`src/rtl/intirvx_wb_arbiter_pkg.sv`:
```
// Shared types and constants for the IntiRVX write-back arbiter.
// Provides the wb_bus payload, exception report and arbiter modes.
package intirvx_wb_arbiter_pkg;

  localparam int CPU_XLEN  = 32;
  localparam int ARB_FIXED = 0;
  localparam int ARB_RR    = 1;
  localparam int RD_W      = 5;
  localparam int SRC_IDX_W = 3;

  typedef struct packed {
    logic [CPU_XLEN-1:0] data;
    logic [RD_W-1:0]     adr;
  } wb_bus;

  typedef struct packed {
    logic                 valid;
    logic [SRC_IDX_W-1:0] src;
  } wb_exc_t;

  typedef enum logic {
    RUN      = 1'b0,
    EXC_WAIT = 1'b1
  } wb_state_e;

  function automatic int wrap_inc(
    input int v,
    input int n
  );
    return (v + 1 >= n) ? 0 : v + 1;
  endfunction

endpackage

```
`src/rtl/intirvx_rr_arbiter.sv`:
```
// One-hot arbiter, fixed priority or round-robin by MODE.
// Ports: clk, rst, req[N], advance (grant taken), gnt[N] one-hot.
module intirvx_rr_arbiter
  import intirvx_wb_arbiter_pkg::*;
#(
  parameter int N    = 3,
  parameter int MODE = ARB_FIXED
) (
  input  logic         clk,
  input  logic         rst,
  input  logic [N-1:0] req,
  input  logic         advance,
  output logic [N-1:0] gnt
);

  localparam int PW = $clog2(N);

  logic [PW-1:0] ptr;
  int            base;
  int            hit;

  assign base = (MODE == ARB_RR) ? int'(ptr) : 0;

  // First requester at or after base, wrapping.
  always_comb begin
    gnt = '0;
    hit = -1;
    for (int k = 0; k < N; k++) begin
      if (hit < 0 && req[(base + k) % N])
        hit = (base + k) % N;
    end
    if (hit >= 0)
      gnt[hit] = 1'b1;
  end

  always_ff @(posedge clk or posedge rst) begin
    if (rst)
      ptr <= '0;
    else if (MODE == ARB_RR && advance && hit >= 0)
      ptr <= PW'(wrap_inc(hit, N));
  end

endmodule

```
`src/rtl/intirvx_wb_arbiter.sv`:
```
// N-source write-back stage: arbitrate, register, drop x0, hold exc.
// Ports: src_* channels in, wb/wb_valid/wb_ready out, exc_*, wb_count.
module intirvx_wb_arbiter
  import intirvx_wb_arbiter_pkg::*;
#(
  parameter int XLEN     = CPU_XLEN,
  parameter int NUM_SRC  = 3,
  parameter int ARB_MODE = ARB_FIXED
) (
  input  logic                       clk,
  input  logic                       rst,
  input  logic [NUM_SRC-1:0]         src_valid,
  output logic [NUM_SRC-1:0]         src_ready,
  input  logic [NUM_SRC*XLEN-1:0]    src_data,
  input  logic [NUM_SRC*RD_W-1:0]    src_rd,
  input  logic [NUM_SRC-1:0]         src_exc,
  output wb_bus                      wb,
  output logic                       wb_valid,
  input  logic                       wb_ready,
  output logic                       exc_valid,
  output logic [$clog2(NUM_SRC)-1:0] exc_src,
  input  logic                       exc_ack,
  output logic [31:0]                wb_count
);

  localparam int SW = $clog2(NUM_SRC);

  wb_state_e         state;
  wb_state_e         state_d;
  logic [SW-1:0]     exc_src_d;
  logic              free;
  logic [NUM_SRC-1:0] req;
  logic [NUM_SRC-1:0] gnt;
  logic              take;
  int                gi;
  logic [XLEN-1:0]   g_data;
  logic [RD_W-1:0]   g_rd;
  logic              g_exc;
  logic              do_wr;

  assign free = !wb_valid || wb_ready;

  // rst gate keeps src_ready low while reset is held.
  assign req = (state == RUN && free && !rst)
             ? src_valid : '0;

  intirvx_rr_arbiter #(
    .N    (NUM_SRC),
    .MODE (ARB_MODE)
  ) u_arb (
    .clk     (clk),
    .rst     (rst),
    .req     (req),
    .advance (take),
    .gnt     (gnt)
  );

  assign take      = |gnt;
  assign src_ready = gnt;

  always_comb begin
    gi = 0;
    for (int i = 0; i < NUM_SRC; i++) begin
      if (gnt[i])
        gi = i;
    end
  end

  assign g_data = src_data[gi*XLEN +: XLEN];
  assign g_rd   = src_rd[gi*RD_W +: RD_W];
  assign g_exc  = src_exc[gi];
  assign do_wr  = take && !g_exc && (g_rd != '0);

  assign exc_valid = (state == EXC_WAIT);

  always_ff @(posedge clk or posedge rst) begin
    if (rst) begin
      state   <= RUN;
      exc_src <= '0;
    end else begin
      state   <= state_d;
      exc_src <= exc_src_d;
    end
  end

  always_comb begin
    state_d   = state;
    exc_src_d = exc_src;
    unique case (state)
      RUN: begin
        if (take && g_exc) begin
          state_d   = EXC_WAIT;
          exc_src_d = SW'(gi);
        end
      end
      EXC_WAIT: begin
        if (exc_ack)
          state_d = RUN;
      end
      default: state_d = RUN;
    endcase
  end

  // New write wins over drain so back-to-back keeps 1 write/cycle.
  always_ff @(posedge clk or posedge rst) begin
    if (rst) begin
      wb       <= '0;
      wb_valid <= 1'b0;
    end else if (do_wr) begin
      wb.data  <= g_data;
      wb.adr   <= g_rd;
      wb_valid <= 1'b1;
    end else if (wb_ready) begin
      wb_valid <= 1'b0;
    end
  end

  always_ff @(posedge clk or posedge rst) begin
    if (rst)
      wb_count <= '0;
    else if (wb_valid && wb_ready)
      wb_count <= wb_count + 32'd1;
  end

endmodule

```
`config.mk`:
```
export PLATFORM = sky130hd
export DESIGN_NAME = intirvx_wb_arbiter
export DESIGN_NICKNAME = d
export VERILOG_FILES = /design/src/rtl/intirvx_wb_arbiter_pkg.sv /design/src/rtl/intirvx_rr_arbiter.sv /design/src/rtl/intirvx_wb_arbiter.sv
export SDC_FILE = /design/constraint.sdc
export NUM_CORES = 1
export LEC_CHECK = 0
export CORE_MARGIN = 1.5
export CORE_UTILIZATION = 41
export CTS_CLUSTER_DIAMETER = 30
export DETAILED_ROUTE_END_ITERATION = 7
export PLACE_DENSITY = 0.91
export RECOVER_POWER = 50
export SETUP_SLACK_MARGIN = 0.02
export SYNTH_ARGS = -nofsm -noshare
export SYNTH_HDL_FRONTEND = slang
export SYNTH_SLANG_ARGS = --single-unit
```
`constraint.sdc`:
```
create_clock -name clk -period 3.2 [get_ports clk]
set_input_delay 0.64 -clock clk [delete_from_list [all_inputs] [get_ports clk]]
set_output_delay 0.64 -clock clk [all_outputs]
set_load 0.01 [all_outputs]
```
; Word-level counts from Yosys, hierarchy flattened
; Cells that the tools add are included.
[op_classes]
muxes = 17
n_bitwise = 1
multipliers = 1
n_shift = 2
n_addsub = 1
order_cmp = 6
reduce_logical = 17
[ops]
columns = op, n
row1 = $mux W32, 3
row2 = $shiftx A96 B32 Y32, 1
row3 = $ge A32 B1 Y1 const B, 2
row4 = $lt A32 B1 Y1 const B, 2
row5 = $lt A32 B4 Y1 const B, 2
row6 = $add A32 B1 Y32 const B, 1
row7 = $mul A32 B4 Y32 const B, 1
row8 = $shiftx A15 B32 Y5, 1
row9 = $logic_and A1 B1 Y1, 9
row10 = $mux W1, 8
row11 = $mux W3, 2
row12 = $reduce_bool A5 Y1, 1
row13 = $logic_not A1 Y1, 3
row14 = $reduce_or A3 Y1, 1
row15 = $bmux W1 S2, 1
row16 = $demux W1 S2, 1
row17 = $mux W2, 1
row18 = $pmux W1 S2, 1
row19 = $reduce_and A2 Y1, 1
row20 = $reduce_bool A2 Y1, 1
row21 = $logic_or A1 B1 Y1, 1
row22 = $not A1 Y1, 1
[totals]
inputBits = 121
wordCells = 51
regBits = 73
out_inout_bits = 76

; Logic depth before layout (Yosys ltp)
; Gate-level depths: netlist of the first run.
[depth]
word_depth = 26
depth_mapped = 9

; Cells and area by module
; Synthesis of the first run repeated with hierarchy kept, for this count alone.
[unflattened]
hier_cells = 358
hier_area_um2 = 3968.8
[by_module_without_submodules]
columns = mod, instances, cells_each, area_each_um2, seq_area_each_um2
row1 = intirvx_wb_arbiter, 1, 355, 3946.3, 1826.8
row2 = intirvx_rr_arbiter, 1, 3, 22.5, 0.0

; Least setup slack after synthesis of the first run
; OpenSTA, ideal clock, no wires.
[synth_timing]
kind = input port to flip-flop
from = input port rst
to = register wb[12] (netlist name)
setup_slack_ns = 0.287
n_path_buf = 3
setup_ns = 0.125
required_ns = 3.075
path_stages = 9
arrival_ns = 2.788
path_cell_list = or2_1 > buf_6 > nor4b_2 > buf_2 > mux2i_1 > a21oi_1 > a21oi_4 > buf_6 > mux2_4
[synth_via]
elab_chain_len = 23
word_cells_on_any_way = 30
[synth_lines]
columns = element, line_no
row1 = from (decl), intirvx_wb_arbiter.sv:11  ; input logic rst,
row2 = $logic_not A1 Y1 (no source line) (*), --
row3 = $logic_and A1 B1 Y1 (*), intirvx_wb_arbiter.sv:44  ; assign req = (state == RUN && free && !rst)
row4 = $mux W3 (*), intirvx_wb_arbiter.sv:45  ; ? src_valid : '0;
row5 = $mux W32, intirvx_rr_arbiter.sv:29  ; if (hit < 0 && req[(base + k) % N])
row6 = $lt A32 B1 Y1, intirvx_rr_arbiter.sv:29
row7 = $logic_and A1 B1 Y1, intirvx_rr_arbiter.sv:29
row8 = $mux W32, intirvx_rr_arbiter.sv:29
row9 = $lt A32 B1 Y1, intirvx_rr_arbiter.sv:29
row10 = $logic_and A1 B1 Y1, intirvx_rr_arbiter.sv:29
row11 = $mux W32 (*), intirvx_rr_arbiter.sv:29
row12 = $ge A32 B1 Y1 or $lt A32 B4 Y1 (tied branches), "intirvx_rr_arbiter.sv:32, intirvx_rr_arbiter.sv:33"
row13 = $logic_and A1 B1 Y1 (not written as such), intirvx_rr_arbiter.sv:33  ; gnt[hit] = 1'b1;
row14 = $mux W1 (not written as such), intirvx_rr_arbiter.sv:33
row15 = $demux W1 S2, intirvx_rr_arbiter.sv:33
row16 = $mux W3 (*), intirvx_rr_arbiter.sv:32  ; if (hit >= 0)
row17 = "parallel branches: the longest is 8 deep, another holds $mul A32 B4 Y32", --
row18 = to (decl), intirvx_wb_arbiter.sv:17  ; output wb_bus wb,
; Mark *: on every way between the ends. The select of a mux whose other input is x is not followed.
; A chain may end at the register's enable or synchronous reset.

; Final worst setup path of the first run
[layout_timing]
from = input port rst
to = output port src_ready[1]
[layout_via]
elab_chain_len = 15
word_cells_on_any_way = 17
[layout_lines]
columns = element, line_no
row1 = $logic_not A1 Y1 (no source line) (*), --
row2 = $logic_and A1 B1 Y1 (*), intirvx_wb_arbiter.sv:44
row3 = $mux W3 (*), intirvx_wb_arbiter.sv:45
row4 = $mux W32, intirvx_rr_arbiter.sv:29
row5 = $lt A32 B1 Y1, intirvx_rr_arbiter.sv:29
row6 = $logic_and A1 B1 Y1, intirvx_rr_arbiter.sv:29
row7 = $mux W32, intirvx_rr_arbiter.sv:29
row8 = $lt A32 B1 Y1, intirvx_rr_arbiter.sv:29
row9 = $logic_and A1 B1 Y1, intirvx_rr_arbiter.sv:29
row10 = $mux W32 (*), intirvx_rr_arbiter.sv:29
row11 = $ge A32 B1 Y1 or $lt A32 B4 Y1 (tied branches), "intirvx_rr_arbiter.sv:32, intirvx_rr_arbiter.sv:33"
row12 = $logic_and A1 B1 Y1 (not written as such), intirvx_rr_arbiter.sv:33
row13 = $mux W1 (not written as such), intirvx_rr_arbiter.sv:33
row14 = $demux W1 S2, intirvx_rr_arbiter.sv:33
row15 = $mux W3 (*), intirvx_rr_arbiter.sv:32
row16 = to (decl), intirvx_wb_arbiter.sv:13  ; output logic [NUM_SRC-1:0] src_ready,
; Mark *: on every way between the ends. The rest lies on a longest branch, timed or not.

==> impl_metrics.json, run 1 <==
{
  "run_status": "finished clean",
  "path_max_fanout": 8,
  "gp_congestion": 0.9385,
  "cts_tree": "done",
  "grt-ovfl-total": 0,
  "p_per_area_nw_per_um2": 525.9,
  "synth_area_leaders": "dfrtp_1 (46%), mux2_4 (9.4%), mux2i_1 (8.3%)",
  "syn_area_per_cell_um2": 10.78,
  "required_ns": 2.56,
  "first_iter_violations": 93,
  "gr-max-usage-layer": "met2",
  "yosys_warnings": 0,
  "finalNetCount": 701,
  "start_kind": "primary input",
  "finalWirelength_mm": 11.29,
  "worst_pin_slew_ns": 1.473,
  "slowest_stage": "clkdlybuf4s50_1",
  "drc": 0,
  "setup_viol": 0,
  "clock-sinks": 73,
  "ant_nets": 0,
  "yosysUniqueCellTypes": 42,
  "endpoint_kind": "output pin",
  "ys_ff_latch": 73,
  "initial_core_util_pct": 42.64,
  "maxCapViolations": 0,
  "clk_latency_ns": 0.34,
  "n_fill_cell": 730,
  "synth_seq_area_share_pct": 45.93,
  "clock_tree.root_cell": "clkbuf_8",
  "design_area_um2": 6357,
  "synth_top_cell_by_area": "dfrtp_1",
  "arrival_ns": 2.44,
  "max_slew_margin_pct": 1.804,
  "cts-buffers-inserted": 9,
  "ioPinCount": 197,
  "clock_skew_ns": 0.009462,
  "portBuffers": 196,
  "routedWlPerCell_um": 15.83,
  "dpl_cell_area_um2": 6178,
  "coreArea_um2": 9328,
  "row_count": 35,
  "finalMaxSlewViolations": 0,
  "first_pass_iters": 6,
  "max_stage_delay_ns": 0.55,
  "grt_setup_unrepaired": "no",
  "final_util_pct": 68.16,
  "grt_pass1_wl_mm": 17.74,
  "path_clk_slew_ns": 0.08,
  "synth_nets": 491,
  "path_cells": "clkdlybuf4s50_1 -> or2_1 -> buf_4 -> nor4b_4 -> buf_6 -> clkdlybuf4s50_1",
  "dp_hpwl_mm": 9.181,
  "use_met3_pct": 6.211,
  "dp.cells": 695,
  "synth_top_area_share_pct": 45.93,
  "worstSetupPathType": "primary input to output pin",
  "hold_buffers": 0,
  "grt_pass1_vias": 3696,
  "fin_cells": 713,
  "hold_path_class": "register to register",
  "hold-worst-slack_ns": 0.5054,
  "htree_num_levels": 3,
  "syn-instance-count": 369,
  "hold_viol": 0,
  "vias": 3595,
  "drive_gt1_share_pct": 12.84,
  "antenna_found_initial": 0,
  "viasPerCell": 5.042,
  "antenna_cells": 0,
  "power_leakage_uw": 0.002585,
  "max_freq_mhz": 324.2,
  "multi_input_area_um2": 2004,
  "min_period_ns": 3.085,
  "crit_top_cell": "clkdlybuf4s50_1",
  "met1_usage_pct": 24.15,
  "dieArea_um2": 10300,
  "die_h_um": 101.5,
  "met2_usage_pct": 41.82,
  "ir_drop_v": 0.0002647,
  "layout_setup_ws_ns": 0.1153,
  "grt_use_total_pct": 22.36,
  "dpl_worst_slack_ns": -0.03031,
  "area_delta_synth_final_pct": 59.83,
  "cts_buffer_depth": 2,
  "grt_max_degree": 65,
  "post-route-period-util_pct": 96.40,
  "syn_area_um2": 3978,
  "die_width_um": 101.5,
  "seqCellArea_um2": 1827
}
-- routing by layer --
metal	up-vias	share of wire, %
li1	1712	-
met1	1705	38
met2	156	53
met3	22	6.5
met4	0	2.3
met5	-	0
-- Yosys cell counts (all sizes together) --
| cell | number |
|---|---|
| a22oi | 1 |
| nand2b | 1 |
| a22o | 1 |
| nor3 | 3 |
| ha | 1 |
| nand3 | 11 |
| and3 | 6 |
| mux2i | 33 |
| nor2b | 1 |
| inv | 9 |
| or3 | 1 |
| and2 | 1 |
| o311ai | 1 |
| o21ai | 39 |
| a21oi | 3 |
| nand2 | 51 |
| xor2 | 6 |
| nand3b | 4 |
| a221o | 4 |
| xnor2 | 25 |
| or2 | 3 |
| or3b | 4 |
| o21a | 1 |
| buf | 12 |
| dfrtp | 73 |
| mux2 | 33 |
| nor4b | 1 |
| a211oi | 1 |
| a31oi | 1 |
| a21o | 1 |
| nand4 | 8 |
| clkbuf | 9 |
| nor4 | 1 |
| nor2 | 12 |
| a2bb2oi | 1 |
| and4 | 2 |
| o41ai | 4 |
-- metrics by stage --
| stage | power (µW) | setup TNS [ns] |
|---|---|---|
| 2_1_floorplan | 1907 | 0 |
| 3_3_place_gp | 2687 | -0.08398 |
| 3_5_place_dp | 2724 | -0.5743 |
| 4_1_cts | 3442 | 0 |
| 5_1_grt | 3531 | 0 |
| 6_report | 3343 | 0 |
-- logic make-up after synthesis --
kind of cell / after synthesis / share of synthesized area (%)
xor+xnor: 31 / 6.826
simple gates: 110 / 14.00
compound gates: 58 / 9.029
buf+inv: 30 / 3.900
fa+ha+maj: 1 / 0.3145
flops: 73 / 45.93
mux: 66 / 20.01
-- sequential cells by signal, indices dropped and copies added, names as in the netlist --
signal	flops
wb	37
wb_count	32
exc_valid	1
exc_src	2
wb_valid	1
-- layout by cell type, fill, tap and decap left out, types with 8 or more instances in the layout --
cell type and n:
clkdlybuf4s50_1 170, dlygate4sd3_1 26, inv_1 9, nand2_1 51, o21ai_0 39, buf_4 15
mux2i_1 33, dfrtp_1 73, nor2_1 12, xnor2_1 25, mux2_4 25, mux2_2 8
nand4_1 8, nand3_1 11, clkbuf_8 9
-- final timing paths --
kind | start | endpoint | slack (ns) | depth (start not counted)
max in group asynchronous | rst | wb[20]$_DFFE_PP0P_ | 0.52 | 4
min reg2reg | wb_count[26]$_DFFE_PP0P_ | wb_count[26]$_DFFE_PP0P_ | 0.51 | 1
min | wb_count[26]$_DFFE_PP0P_ | wb_count[26]$_DFFE_PP0P_ | 0.51 | 1
max | rst | src_ready[1] | 0.12 | 6
min in group asynchronous | rst | wb[2]$_DFFE_PP0P_ | 0.88 | 3
max reg2reg | exc_valid$_DFF_PP0_ | wb[6]$_DFFE_PP0P_ | 0.54 | 10
-- power by group --
part	switching, µW	leakage (µW)	internal, µW
combinational	484	0.00156	819
sequential	175	0.000925	1160
clock	342	0.000103	360
-- critical path: cells and delay by family --
family	cells	cell delay [ns]
buf+inv	4	1.31
simple gates	2	0.50
-- cell type report --
cell class,instances,area share (%)
Inverter,9,0.5314
Tap cell,129,2.539
Timing Repair Buffer,220,33.60
Clock inverter,7,1.122
Clock buffer,9,1.948
Multi-Input combinational cell,266,31.53
Sequential cell,73,28.73
-- repair_timing --
action,4_1_cts,5_1_grt
setup endpoints to repair,0,1
setup buffers,0,2
resized for setup,0,1
Power figures use the tool's default switching activity.
==> inputs of run 2 (changes only) <==
Settings changed: PLACE_DENSITY 0.91 to 0.78.
==> run 2 against run 1 <==
Sequential power about the same. First-iteration DRC count down 5.4%. Critical path depth unchanged. Final cell count down 0.42%. Clock skew about the same. Clock power up 16%. Combinational power about the same. Non-clock buffer count down 3. Sequential share of layout area down 0.16 points. Global-route usage down 0.60 points. Clock-buffer cell count up 1. Worst setup slack better by 0.018 ns.
==> impl_metrics.json, run 2 (synthesis results as in run 1) <==
{
  "hold-worst-slack_ns": 0.4782,
  "finalNetCount": 698,
  "hold_viol": 0,
  "worst_pin_slew_ns": 1.360,
  "hold_start": "wb_count[31]$_DFFE_PP0P_",
  "grt_max_degree": 65,
  "p_comb_share_pct": 37.7,
  "die_width_um": 101.5,
  "maxCapViolations": 0,
  "layout_commonest_cell": "clkdlybuf4s50_1",
  "grt_pass1_wl_mm": 17.29,
  "path_max_fanout": 5,
  "power_leakage_uw": 0.002601,
  "max_freq_mhz": 326.1,
  "use_met3_pct": 5.935,
  "met2_usage_pct": 38.87,
  "cts_buffer_depth": 2,
  "hold_buffers": 0,
  "htree_num_levels": 3,
  "crit_start": "src_valid[0]",
  "top_register": "wb",
  "clock_skew_ns": 0.009316,
  "met1_usage_pct": 24.66,
  "dpl_cell_area_um2": 6176,
  "rr_startpoint": "wb_valid$_DFFE_PP0P_",
  "coreArea_um2": 9328,
  "pwr-share-clk_pct": 23.7,
  "n_fill_cell": 750,
  "largest_registers": "wb: 37 flops, wb_count: 32 flops, exc_src: 2 flops",
  "antenna_cells": 0,
  "clock-sinks": 73,
  "grt_setup_unrepaired": "no",
  "grt_use_total_pct": 21.77,
  "layout_setup_ws_ns": 0.1335,
  "dieArea_um2": 10300,
  "run_status": "finished clean",
  "cts_resized": 0,
  "pwr-share-seq_pct": 38.6,
  "ant_nets": 0,
  "p_per_area_nw_per_um2": 539.6,
  "final_util_pct": 68.53,
  "vias": 3584,
  "drive_gt1_share_pct": 13.25,
  "required_ns": 2.56,
  "area_delta_synth_final_pct": 60.71,
  "post-route-period-util_pct": 95.83,
  "die_h_um": 101.5,
  "gr-max-usage-layer": "met2",
  "switchingPower_uw": 1005,
  "routedWlPerCell_um": 15.25,
  "ir_drop_v": 0.0002629,
  "antenna_found_initial": 0,
  "p_int_uw": 2444,
  "switching_share_pct": 29.14,
  "clock_tree.root_cell": "clkbuf_8",
  "portBuffers": 196,
  "setup_viol": 0,
  "grt-ovfl-total": 0,
  "design_area_um2": 6392,
  "largest_reg_flops": 37,
  "endpoint_kind": "output pin",
  "min_period_ns": 3.067,
  "finalWirelength_mm": 10.83,
  "arrival_ns": 2.43,
  "layout_common_cells": "clkdlybuf4s50_1 (169), dfrtp_1 (73), nand2_1 (51)",
  "dpl_worst_slack_ns": -0.1004,
  "cts_tree": "done",
  "finalMaxSlewViolations": 0,
  "post_cts_buffers": 1,
  "hold_path_class": "register to register",
  "start_kind": "primary input",
  "clk_latency_ns": 0.34,
  "grt_pass1_vias": 3605,
  "viasPerCell": 5.048,
  "gp_congestion": 0.8798,
  "max_slew_margin_pct": 9.321,
  "dp_hpwl_mm": 8.648,
  "drc": 0,
  "initial_core_util_pct": 42.64,
  "path_clk_slew_ns": 0.08,
  "ioPinCount": 197,
  "row_count": 35,
  "cts-buffers-inserted": 9,
  "first_iter_violations": 88,
  "worstSetupPathType": "primary input to output pin",
  "first_pass_iters": 4
}
## run 2: changes by cell type in the layout (fill, tap and decap cells not counted), sizes merged
cell / delta
clkinvlp: +1
bufinv: +1
clkdlybuf4s50: -1
dlygate4sd3: +1
clkbuf: -2
inv: +1
clkinv: -4
## run 2: cell type report
type	count	area, µm²	area share [%]
repair buffers	217	2138	33.45
clock inverters	6	90.09	1.409
inverters	9	33.78	0.5285
multi-input cells	266	2004	31.36
well taps	129	161.4	2.525
flip-flops and latches	73	1827	28.58
clock buffers	10	137.6	2.153
## run 2: critical path: stages
cell	delay, ns
clkdlybuf4s50_1	0.51
buf_4	0.21
nor2_1	0.14
nand4_1	0.21
inv_1	0.14
clkdlybuf4s50_1	0.57
## run 2: final timing paths
kind	end	slack (ns)	depth (start not counted)
max in group asynchronous	wb[7]$_DFFE_PP0P_	0.57	4
min reg2reg	wb_count[31]$_DFFE_PP0P_	0.48	1
max reg2reg	wb[7]$_DFFE_PP0P_	0.47	8
min	wb_count[31]$_DFFE_PP0P_	0.48	1
max	src_ready[2]	0.13	6
min in group asynchronous	exc_valid$_DFF_PP0_	0.86	3
## run 2: layer usage
| metal | vias up | part of all wire, % |
|---|---|---|
| li1 | 1708 | - |
| met1 | 1691 | 39 |
| met2 | 160 | 51 |
| met3 | 25 | 7.2 |
| met4 | 0 | 2.8 |
| met5 | - | 0 |
## run 2: through the flow
stage / cells / setup TNS, ns / total power (µW)
2_1_floorplan: 369 / 0 / 1907
3_3_place_gp: 693 / -0.8548 / 2700
3_5_place_dp: 693 / -2.486 / 2716
4_1_cts: 710 / 0 / 3558
5_1_grt: 710 / 0 / 3639
6_report: 710 / 0 / 3449
## run 2: power by group through the flow
stage | registers, µW | clock network [µW] | logic, µW
3_5_place_dp | 1340 | 0 | 1370
3_3_place_gp | 1350 | 0 | 1350
4_1_cts | 1340 | 843 | 1370
2_1_floorplan | 1440 | 0 | 472
6_report | 1330 | 816 | 1300
5_1_grt | 1370 | 876 | 1390
